--- config.mk ---
export PLATFORM = sky130hd
export DESIGN_NAME = fetch_sequencer
export DESIGN_NICKNAME = d
export VERILOG_FILES = /design/src/rtl/fetch_sequencer.sv
export SDC_FILE = /design/constraint.sdc
export NUM_CORES = 1
export LEC_CHECK = 0
export CORE_MARGIN = 3
export CORE_UTILIZATION = 58
export CTS_BUF_LIST = sky130_fd_sc_hd__clkbuf_8 sky130_fd_sc_hd__clkbuf_16
export CTS_CLUSTER_DIAMETER = 40
export DETAILED_ROUTE_END_ITERATION = 8
export HOLD_SLACK_MARGIN = 0.12
export PLACE_DENSITY_LB_ADDON = 0.12
export SLEW_MARGIN = 20
export SYNTH_ARGS = -nofsm -noshare
export SYNTH_HDL_FRONTEND = slang
export SYNTH_SLANG_ARGS = --single-unit
--- constraint.sdc ---
create_clock -name clk -period 5.05 [get_ports clk]
set_clock_uncertainty 0.1 [all_clocks]
set_input_delay 0.505 -clock clk [delete_from_list [all_inputs] [get_ports clk]]
set_output_delay 0.505 -clock clk [all_outputs]
set_load 0.005 [all_outputs]
--- src/rtl/fetch_sequencer.sv ---
// ---------------------------------------------------------------------------
// fetch_sequencer
//
// Instruction-fetch controller sitting in front of a combinational
// instruction memory. It owns the fetch PC, drives the memory address
// straight from that register, captures each returned word together with
// its PC into a small prefetch FIFO, and hands instructions to decode over a
// valid/ready handshake. A redirect flushes the FIFO and restarts fetch.
//
// Ports:
//   clk            rising-edge clock
//   rst_n          synchronous active-low reset
//   fetch_en       run enable from core control
//   imem_addr      byte address to instruction memory (= fetch PC)
//   imem_rdata     instruction word returned in the same cycle
//   out_valid      FIFO head valid
//   out_ready      decode accepts the head
//   out_instr      head instruction (0 when out_valid=0)
//   out_pc         head PC (0 when out_valid=0)
//   redirect_valid flush-and-restart request (highest priority)
//   redirect_pc    restart byte address (low two bits ignored)
//   fault          fetch halted on an out-of-range address
//
// Optional build macro FETCH_PERF_EN adds:
//   perf_fetched   wrapping count of pushes into the FIFO
//   perf_stall     wrapping count of RUN cycles blocked by a full FIFO
// ---------------------------------------------------------------------------
module fetch_sequencer #(
    parameter logic [31:0] RESET_PC   = 32'h0000_0000,
    parameter int unsigned FIFO_DEPTH = 4,
    parameter int unsigned IMEM_WORDS = 512
) (
    input  logic        clk,
    input  logic        rst_n,
    input  logic        fetch_en,
    output logic [31:0] imem_addr,
    input  logic [31:0] imem_rdata,
    output logic        out_valid,
    input  logic        out_ready,
    output logic [31:0] out_instr,
    output logic [31:0] out_pc,
    input  logic        redirect_valid,
    input  logic [31:0] redirect_pc,
    output logic        fault
`ifdef FETCH_PERF_EN
    ,
    output logic [31:0] perf_fetched,
    output logic [31:0] perf_stall
`endif
);

    localparam int DATA_W = 32;
    localparam int PTR_W  = $clog2(FIFO_DEPTH);

    localparam logic [PTR_W:0] DEPTH_C = (PTR_W + 1)'(FIFO_DEPTH);

    localparam logic [1:0] IDLE  = 2'd0;
    localparam logic [1:0] RUN   = 2'd1;
    localparam logic [1:0] FAULT = 2'd2;

    logic [1:0]        state;
    logic [31:0]       fetch_pc;
    logic [PTR_W-1:0]  wr_ptr;
    logic [PTR_W-1:0]  rd_ptr;
    logic [PTR_W:0]    count;

    logic [DATA_W-1:0] instr_q [FIFO_DEPTH];
    logic [31:0]       pc_q    [FIFO_DEPTH];

    logic pop;
    logic in_range;
    logic fetch_try;
    logic slot_free;
    logic push;
    logic fault_hit;
    logic stall;

    // Head is only ever a registered entry, so a word pushed into an empty
    // FIFO becomes visible one cycle later, never in the same cycle.
    assign out_valid = (count != '0);
    assign out_instr = out_valid ? instr_q[rd_ptr] : '0;
    assign out_pc    = out_valid ? pc_q[rd_ptr]    : '0;
    assign imem_addr = fetch_pc;
    assign fault     = (state == FAULT);

    always_comb begin
        pop       = out_valid && out_ready;
        in_range  = ({2'b00, fetch_pc[31:2]} < IMEM_WORDS);
        // A redirect suppresses any fetch in its own cycle.
        fetch_try = (state == RUN) && fetch_en && !redirect_valid;
        // A full FIFO still takes a new word when the head leaves this cycle.
        slot_free = (count != DEPTH_C) || pop;
        push      = fetch_try && in_range && slot_free;
        // The fault is raised only where a push would otherwise have happened.
        fault_hit = fetch_try && !in_range && slot_free;
        stall     = fetch_try && in_range && !slot_free;
    end

    // Control: state, PC, pointers, occupancy
    always_ff @(posedge clk) begin
        if (!rst_n) begin
            state    <= IDLE;
            fetch_pc <= RESET_PC;
            wr_ptr   <= '0;
            rd_ptr   <= '0;
            count    <= '0;
        end else if (redirect_valid) begin
            // Flush wins over a simultaneous pop; the popped word is still
            // considered consumed by decode.
            state    <= fetch_en ? RUN : IDLE;
            fetch_pc <= {redirect_pc[31:2], 2'b00};
            wr_ptr   <= '0;
            rd_ptr   <= '0;
            count    <= '0;
        end else begin
            case (state)
                IDLE:    if (fetch_en) state <= RUN;
                RUN: begin
                    if (!fetch_en)      state <= IDLE;
                    else if (fault_hit) state <= FAULT;
                end
                FAULT:   state <= FAULT;
                default: state <= IDLE;
            endcase

            if (push) begin
                fetch_pc <= fetch_pc + 32'd4;
                wr_ptr   <= wr_ptr + 1'b1;
            end
            if (pop) begin
                rd_ptr <= rd_ptr + 1'b1;
            end
            case ({push, pop})
                2'b10:   count <= count + 1'b1;
                2'b01:   count <= count - 1'b1;
                default: count <= count;
            endcase
        end
    end

    // Data: FIFO storage, written on push only
    always_ff @(posedge clk) begin
        if (push) begin
            instr_q[wr_ptr] <= imem_rdata;
            pc_q[wr_ptr]    <= fetch_pc;
        end
    end

`ifdef FETCH_PERF_EN
    // Performance counters survive redirects; only reset clears them.
    always_ff @(posedge clk) begin
        if (!rst_n) begin
            perf_fetched <= '0;
            perf_stall   <= '0;
        end else begin
            if (push)  perf_fetched <= perf_fetched + 32'd1;
            if (stall) perf_stall   <= perf_stall + 32'd1;
        end
    end
`else
    logic unused_stall;
    assign unused_stall = stall;
`endif

endmodule

Yosys cells after proc, flatten, opt, wreduce, memory -nomap -nowiden
Memory sizes are Yosys's and may differ from the RTL's. A register that Yosys moved wholly into a read port is not among the register bits.
Index checks and enable logic that the tools add are counted.
{"block": "op_classes", "n_addsub": 5, "order_cmp": 1, "eq_ne": 7, "n_mux": 17, "bitwise": 1, "n_reduce_logical": 16}
{"op": "2-to-1 mux 32 bit", "count": 4}
{"op": "adder 32 x 3 -> 32 bit, second input constant", "count": 1}
{"op": "< comparator 30 x 10 -> 1 bit, second input constant", "count": 1}
{"op": "2-to-1 mux 2 bit", "count": 8}
{"op": "logical AND 1 bit", "count": 7}
{"op": "inequality test 3 bit, second input constant", "count": 2}
{"op": "case mux 2 bit (3 select lines)", "count": 1}
{"op": "case mux 3 bit (2 select lines)", "count": 1}
{"op": "adder 2 x 1 -> 2 bit, second input constant", "count": 2}
{"op": "== test 2 x 1 -> 1 bit, second input constant", "count": 2}
{"op": "== test 2 bit, second input constant", "count": 2}
{"op": "inequality test 4 bit, second input constant", "count": 1}
{"op": "nonzero test 2 bit", "count": 2}
{"op": "adder 3 x 1 -> 3 bit, second input constant", "count": 1}
{"op": "2-to-1 mux 1 bit", "count": 3}
{"op": "nonzero test 3 bit", "count": 1}
{"op": "subtractor 3 x 1 -> 3 bit, second input constant", "count": 1}
{"op": "zero test 1 bit", "count": 2}
{"op": "zero test 2 bit", "count": 1}
{"op": "AND reduction 2 bit", "count": 1}
{"op": "OR reduction 2 bit", "count": 1}
{"op": "logical OR 1 bit", "count": 1}
{"op": "NOT 1 bit", "count": 1}
{"block": "totals", "ff_bits": 41, "ramBits": 256, "mem_count": 2}
{"name": "instr_q", "words": 4, "width": 32, "rd": 1, "rd_ports_with_merged_regs": 1, "wr": 1, "line": "67", "source": "logic [DATA_W-1:0] instr_q [FIFO_DEPTH];"}
{"name": "pc_q", "words": 4, "width": 32, "rd": 1, "rd_ports_with_merged_regs": 1, "wr": 1, "line": "68", "source": "logic [31:0] pc_q [FIFO_DEPTH];"}

Depth between registers and ports, before layout
{"block": "logic_depth", "word_depth": 9, "depth_mapped": 8}

Worst setup path after synthesis
OpenSTA, ideal clock, no wires.
{"block": "synth_path", "path_type": "in2reg", "startpoint": "in redirect_valid", "endpoint": "mem instr_q[0][0], enable pin", "t_arrival_ps": 2742, "required_ps": 4524, "setup_slack_ps": 1782, "path_stages": 4, "path_cell_list": "and4bb_2 nand4_2 nor2_1 and2_1"}
{"block": "synth_via", "elab_chain_len": 6}
{"element": "from (decl)", "line": "42", "source": "input logic redirect_valid,"}
{"element": "zero test 1 bit", "line": "90", "source": "fetch_try = (state == RUN) && fetch_en && !redirect_valid;"}
{"element": "logical AND 1 bit", "line": "90"}
{"element": "logical AND 1 bit"}
{"element": "logical AND 1 bit", "line": "93", "source": "push = fetch_try && in_range && slot_free;"}
{"element": "2-to-1 mux 1 bit", "line": "143", "source": "if (push) begin"}
{"element": "2-to-1 mux 1 bit (implied by the code)", "line": "144", "source": "instr_q[wr_ptr] <= imem_rdata;"}
{"element": "to (decl)", "line": "67"}
Every way passes these cells.

==> impl_results.md <==
- Status: finished clean
- Area added between synthesis and finish: 26.5%
- CTS tree: yes
- Number of max-cap violations: 0
- Worst EP required: 4.45 ns
- Die W: 146 um
- Initial antenna violation count: 0
- Post-synth ARST share: 0
- I/O pin count: 167
- DP HPWL: 13,000 um
- Startpoint Class: register
- Worst r2r dst: pc_q[1][16]$_DFFE_PP_
- Pwr Density: 365 mW/mm^2
- Clk slew on worst S/H paths: 0.06 ns
- Final setup viols: 0
- Initial Util: 0.599
- Layout cells sized above 1: 0.166
- RSZ-0062 raised after global routing: no
- Starting DRC count in detailed routing: 398
- Fmax achieved: 0.277 GHz
- Row Count: 50
- Worst-margin pin slew: 0.999 ns
- Met2 WL: 11,500 um
- Setup TNS Final: 0 ns
- Internal power of the cells: 4240 uW
- Gr usage total: 0.217
- Largest net degree at the start of global routing: 65
- Worst-path cell chain: buf_4 -> mux4_2 -> and2_1 -> clkdlybuf4s50_1
- Synth top area cells: edfxtp_1 (66%), mux4_2 (12%), dfxtp_1 (7.2%)
- Final Routed Wirelength: 22,600 um
- Synth Flop Type: edfxtp_1
- Core area: 0.0190 mm^2
- Met3 WL post-DR: 1320 um
- Highest metal used: met4
- Hold Startpoint: wr_ptr[1]$_SDFFE_PP0P_
- Sequential share of power: 0.504
- Post-synth top cells: edfxtp_1 (248), and2_1 (69), mux4_2 (62)
- Final instance area: 0.0144 mm^2
- Buffers and inverters on the worst path: 2
- Critical path's largest stage delay: 0.87 ns
- R2r worst-path depth: 4
- Hold Crit Class: register to register
- Fin crit period: 3.62 ns
- GPL Wtd Cong: 0.754
- Switching share of power: 0.192
- CTS max path bufs: 3
- Final WS setup: 1.43 ns
- Final hold vios: 0
- Post-synth cell types: 43
- Top Family by Delay on Critical Path: flip-flops
- Nets: 850
- Vias: 6,080
- YS warnings: 0
- Leak: 0.00466 uW
- Antenna Nets Post-Route: 0
- Hold Path Cell Cnt: 2
- Die Span Y: 146 um
- FF+latch count, synth: 289
- Clk Latency, worst-skew pair: 0.50 ns
- Cell area after synthesis: 0.0114 mm^2
- Post-synth EDFFs: 248
- Hold Crit Endpoint: wr_ptr[1]$_SDFFE_PP0P_
- Final core utilization: 0.758
- Worst-path cell with the longest stage delay: dfxtp_4
- WP data arrival: 3.01 ns
- Flop-to-flop setup slack: 2.13 ns
- CTS Buf Count: 35
- Syn Area/Cell: 18.8 um^2
- Vias/cell: 5.74
- Register area share after synthesis: 0.728
- DR WL/cell: 21.4 um
- First-pass GRT wire length: 36,000 um
- Vias in the first global route: 6,365
- Top cell type by total area after synthesis: edfxtp_1
- Most numerous cell in the Yosys netlist: edfxtp_1
- Slew HR: 0.332
- Gate Count Post-Synth: 604
- Hold buffers post-CTS: 0
- R2r startpoint: imem_addr[28]$_SDFFE_PN0P_
- CP max FO: 39
- Sink Count: 289
- Worst Path Class, Setup: register to output port
- DRC viols: 0
- Slew Viols, Final: 0
- M1 WL: 9330 um
- CP endpoint kind: output port
- GR Overflow Total: 0
- Clk network pwr share: 0.466
- Worst VDD drop: 0.000336 V
- Tcrit/Tclk final: 0.716
- I/O Buffers: 160
- Post-CTS Setup Repair Bufs: 0
- Pre-Repair DR Iteration Count: 5
- Comb pwr share: 0.030
- Root buf cell: clkbuf_16
- Psw: 1010 uW
- Inserted Diodes: 0
- DP Worst Slack: 1.39 ns
- Die area: 0.0213 mm^2
- Post-DP Area: 0.0132 mm^2
- PostCTS Resize Cnt: 0
- Hold WS: 0.420 ns
- Post-synth top area share: 0.655
- H-tree depth: 2
==> layout by cell type (no fill, tap or decap), types with 4 or more instances in the layout <==
master and instances:
mux4_2 62, nor2b_1 22, inv_1 7, a21oi_1 10, clkbuf_16 39, ha_1 5, and2_4 4, and2_1 65
o21ai_0 8, conb_1 4, nor2_1 9, nor4_4 4, clkinvlp_4 4, mux2i_1 21, nor3_1 6, dfxtp_1 39
clkinv_1 8, nand2_1 16, edfxtp_1 248, nor4_1 4, xnor2_1 6, clkdlybuf4s50_1 160
==> stage by stage <==
step                std cells  total power, uW
detailed placement        998             2850
CTS                      1060             5290
global route             1060             5410
floorplan                 607             2740
global placement          998             2840
finish                   1060             5240
==> how the worst max path moves through the flow <==
stage,slack (ns),cells past startpoint,end,from
after global placement,1.53,6,instr_q[1][25]$_DFFE_PP_,redirect_valid
after global routing,1.22,4,out_pc[31],register
after CTS,1.33,4,out_pc[31],register
after detailed placement,1.39,6,instr_q[3][29]$_DFFE_PP_,redirect_valid
after floorplan,1.78,4,instr_q[0][0]$_DFFE_PP_,redirect_valid
final,1.43,4,out_pc[31],register
==> worst register-to-register path, cell delays in order (launching register included) <==
cell and delay [ns]:
dfxtp_1 0.40, nor3_1 0.45, nand4_4 0.26, nor2_1 0.41, and2_4 0.87
==> cells by family (layout without fill, tap and decap cells) <==
logic type / after synthesis / in the layout / share of synthesized area
simple gates: 147 / 147 / 0.0846
other cells: 1 / 4 / 0.000330
xor+xnor: 8 / 8 / 0.00617
fa+ha+maj: 6 / 6 / 0.00727
compound gates: 33 / 33 / 0.0182
buf+inv: 37 / 230 / 0.0144
mux: 83 / 83 / 0.141
flops: 289 / 289 / 0.728
==> area by class of cell <==
class / count / area (um^2)
flip-flops and latches: 289 / 8280
fillers: 1062 / 4580
multi-input cells: 281 / 2960
repair buffers: 163 / 1620
clock buffers: 42 / 1020
well taps: 260 / 325
clock inverters: 20 / 155
inverters: 5 / 18.8
==> sequential cells by signal, summed over array words and instances (netlist names), named ones only <==
name	cells
count	3
imem_addr	30
instr_q	128
pc_q	120
rd_ptr	2
state	2
wr_ptr	2
==> power groups by stage <==
| stage | Combinational, uW | Sequential (uW) | Clock [uW] |
|---|---|---|---|
| after floorplan | 54.2 | 2680 | 0 |
| after CTS | 159 | 2640 | 2490 |
| final | 157 | 2640 | 2450 |
| after global routing | 170 | 2640 | 2590 |
| after detailed placement | 157 | 2690 | 0 |
| after global placement | 150 | 2690 | 0 |
==> routing by layer <==
| metal | GRT usage | vias up |
|---|---|---|
| met3 | 0.0461 | 40 |
| li1 | - | 2724 |
| met2 | 0.367 | 197 |
| met4 | 0.0584 | 0 |
| met1 | 0.292 | 3119 |
| met5 | 0 | - |
Note: power is estimated with default switching activity, not from simulation.
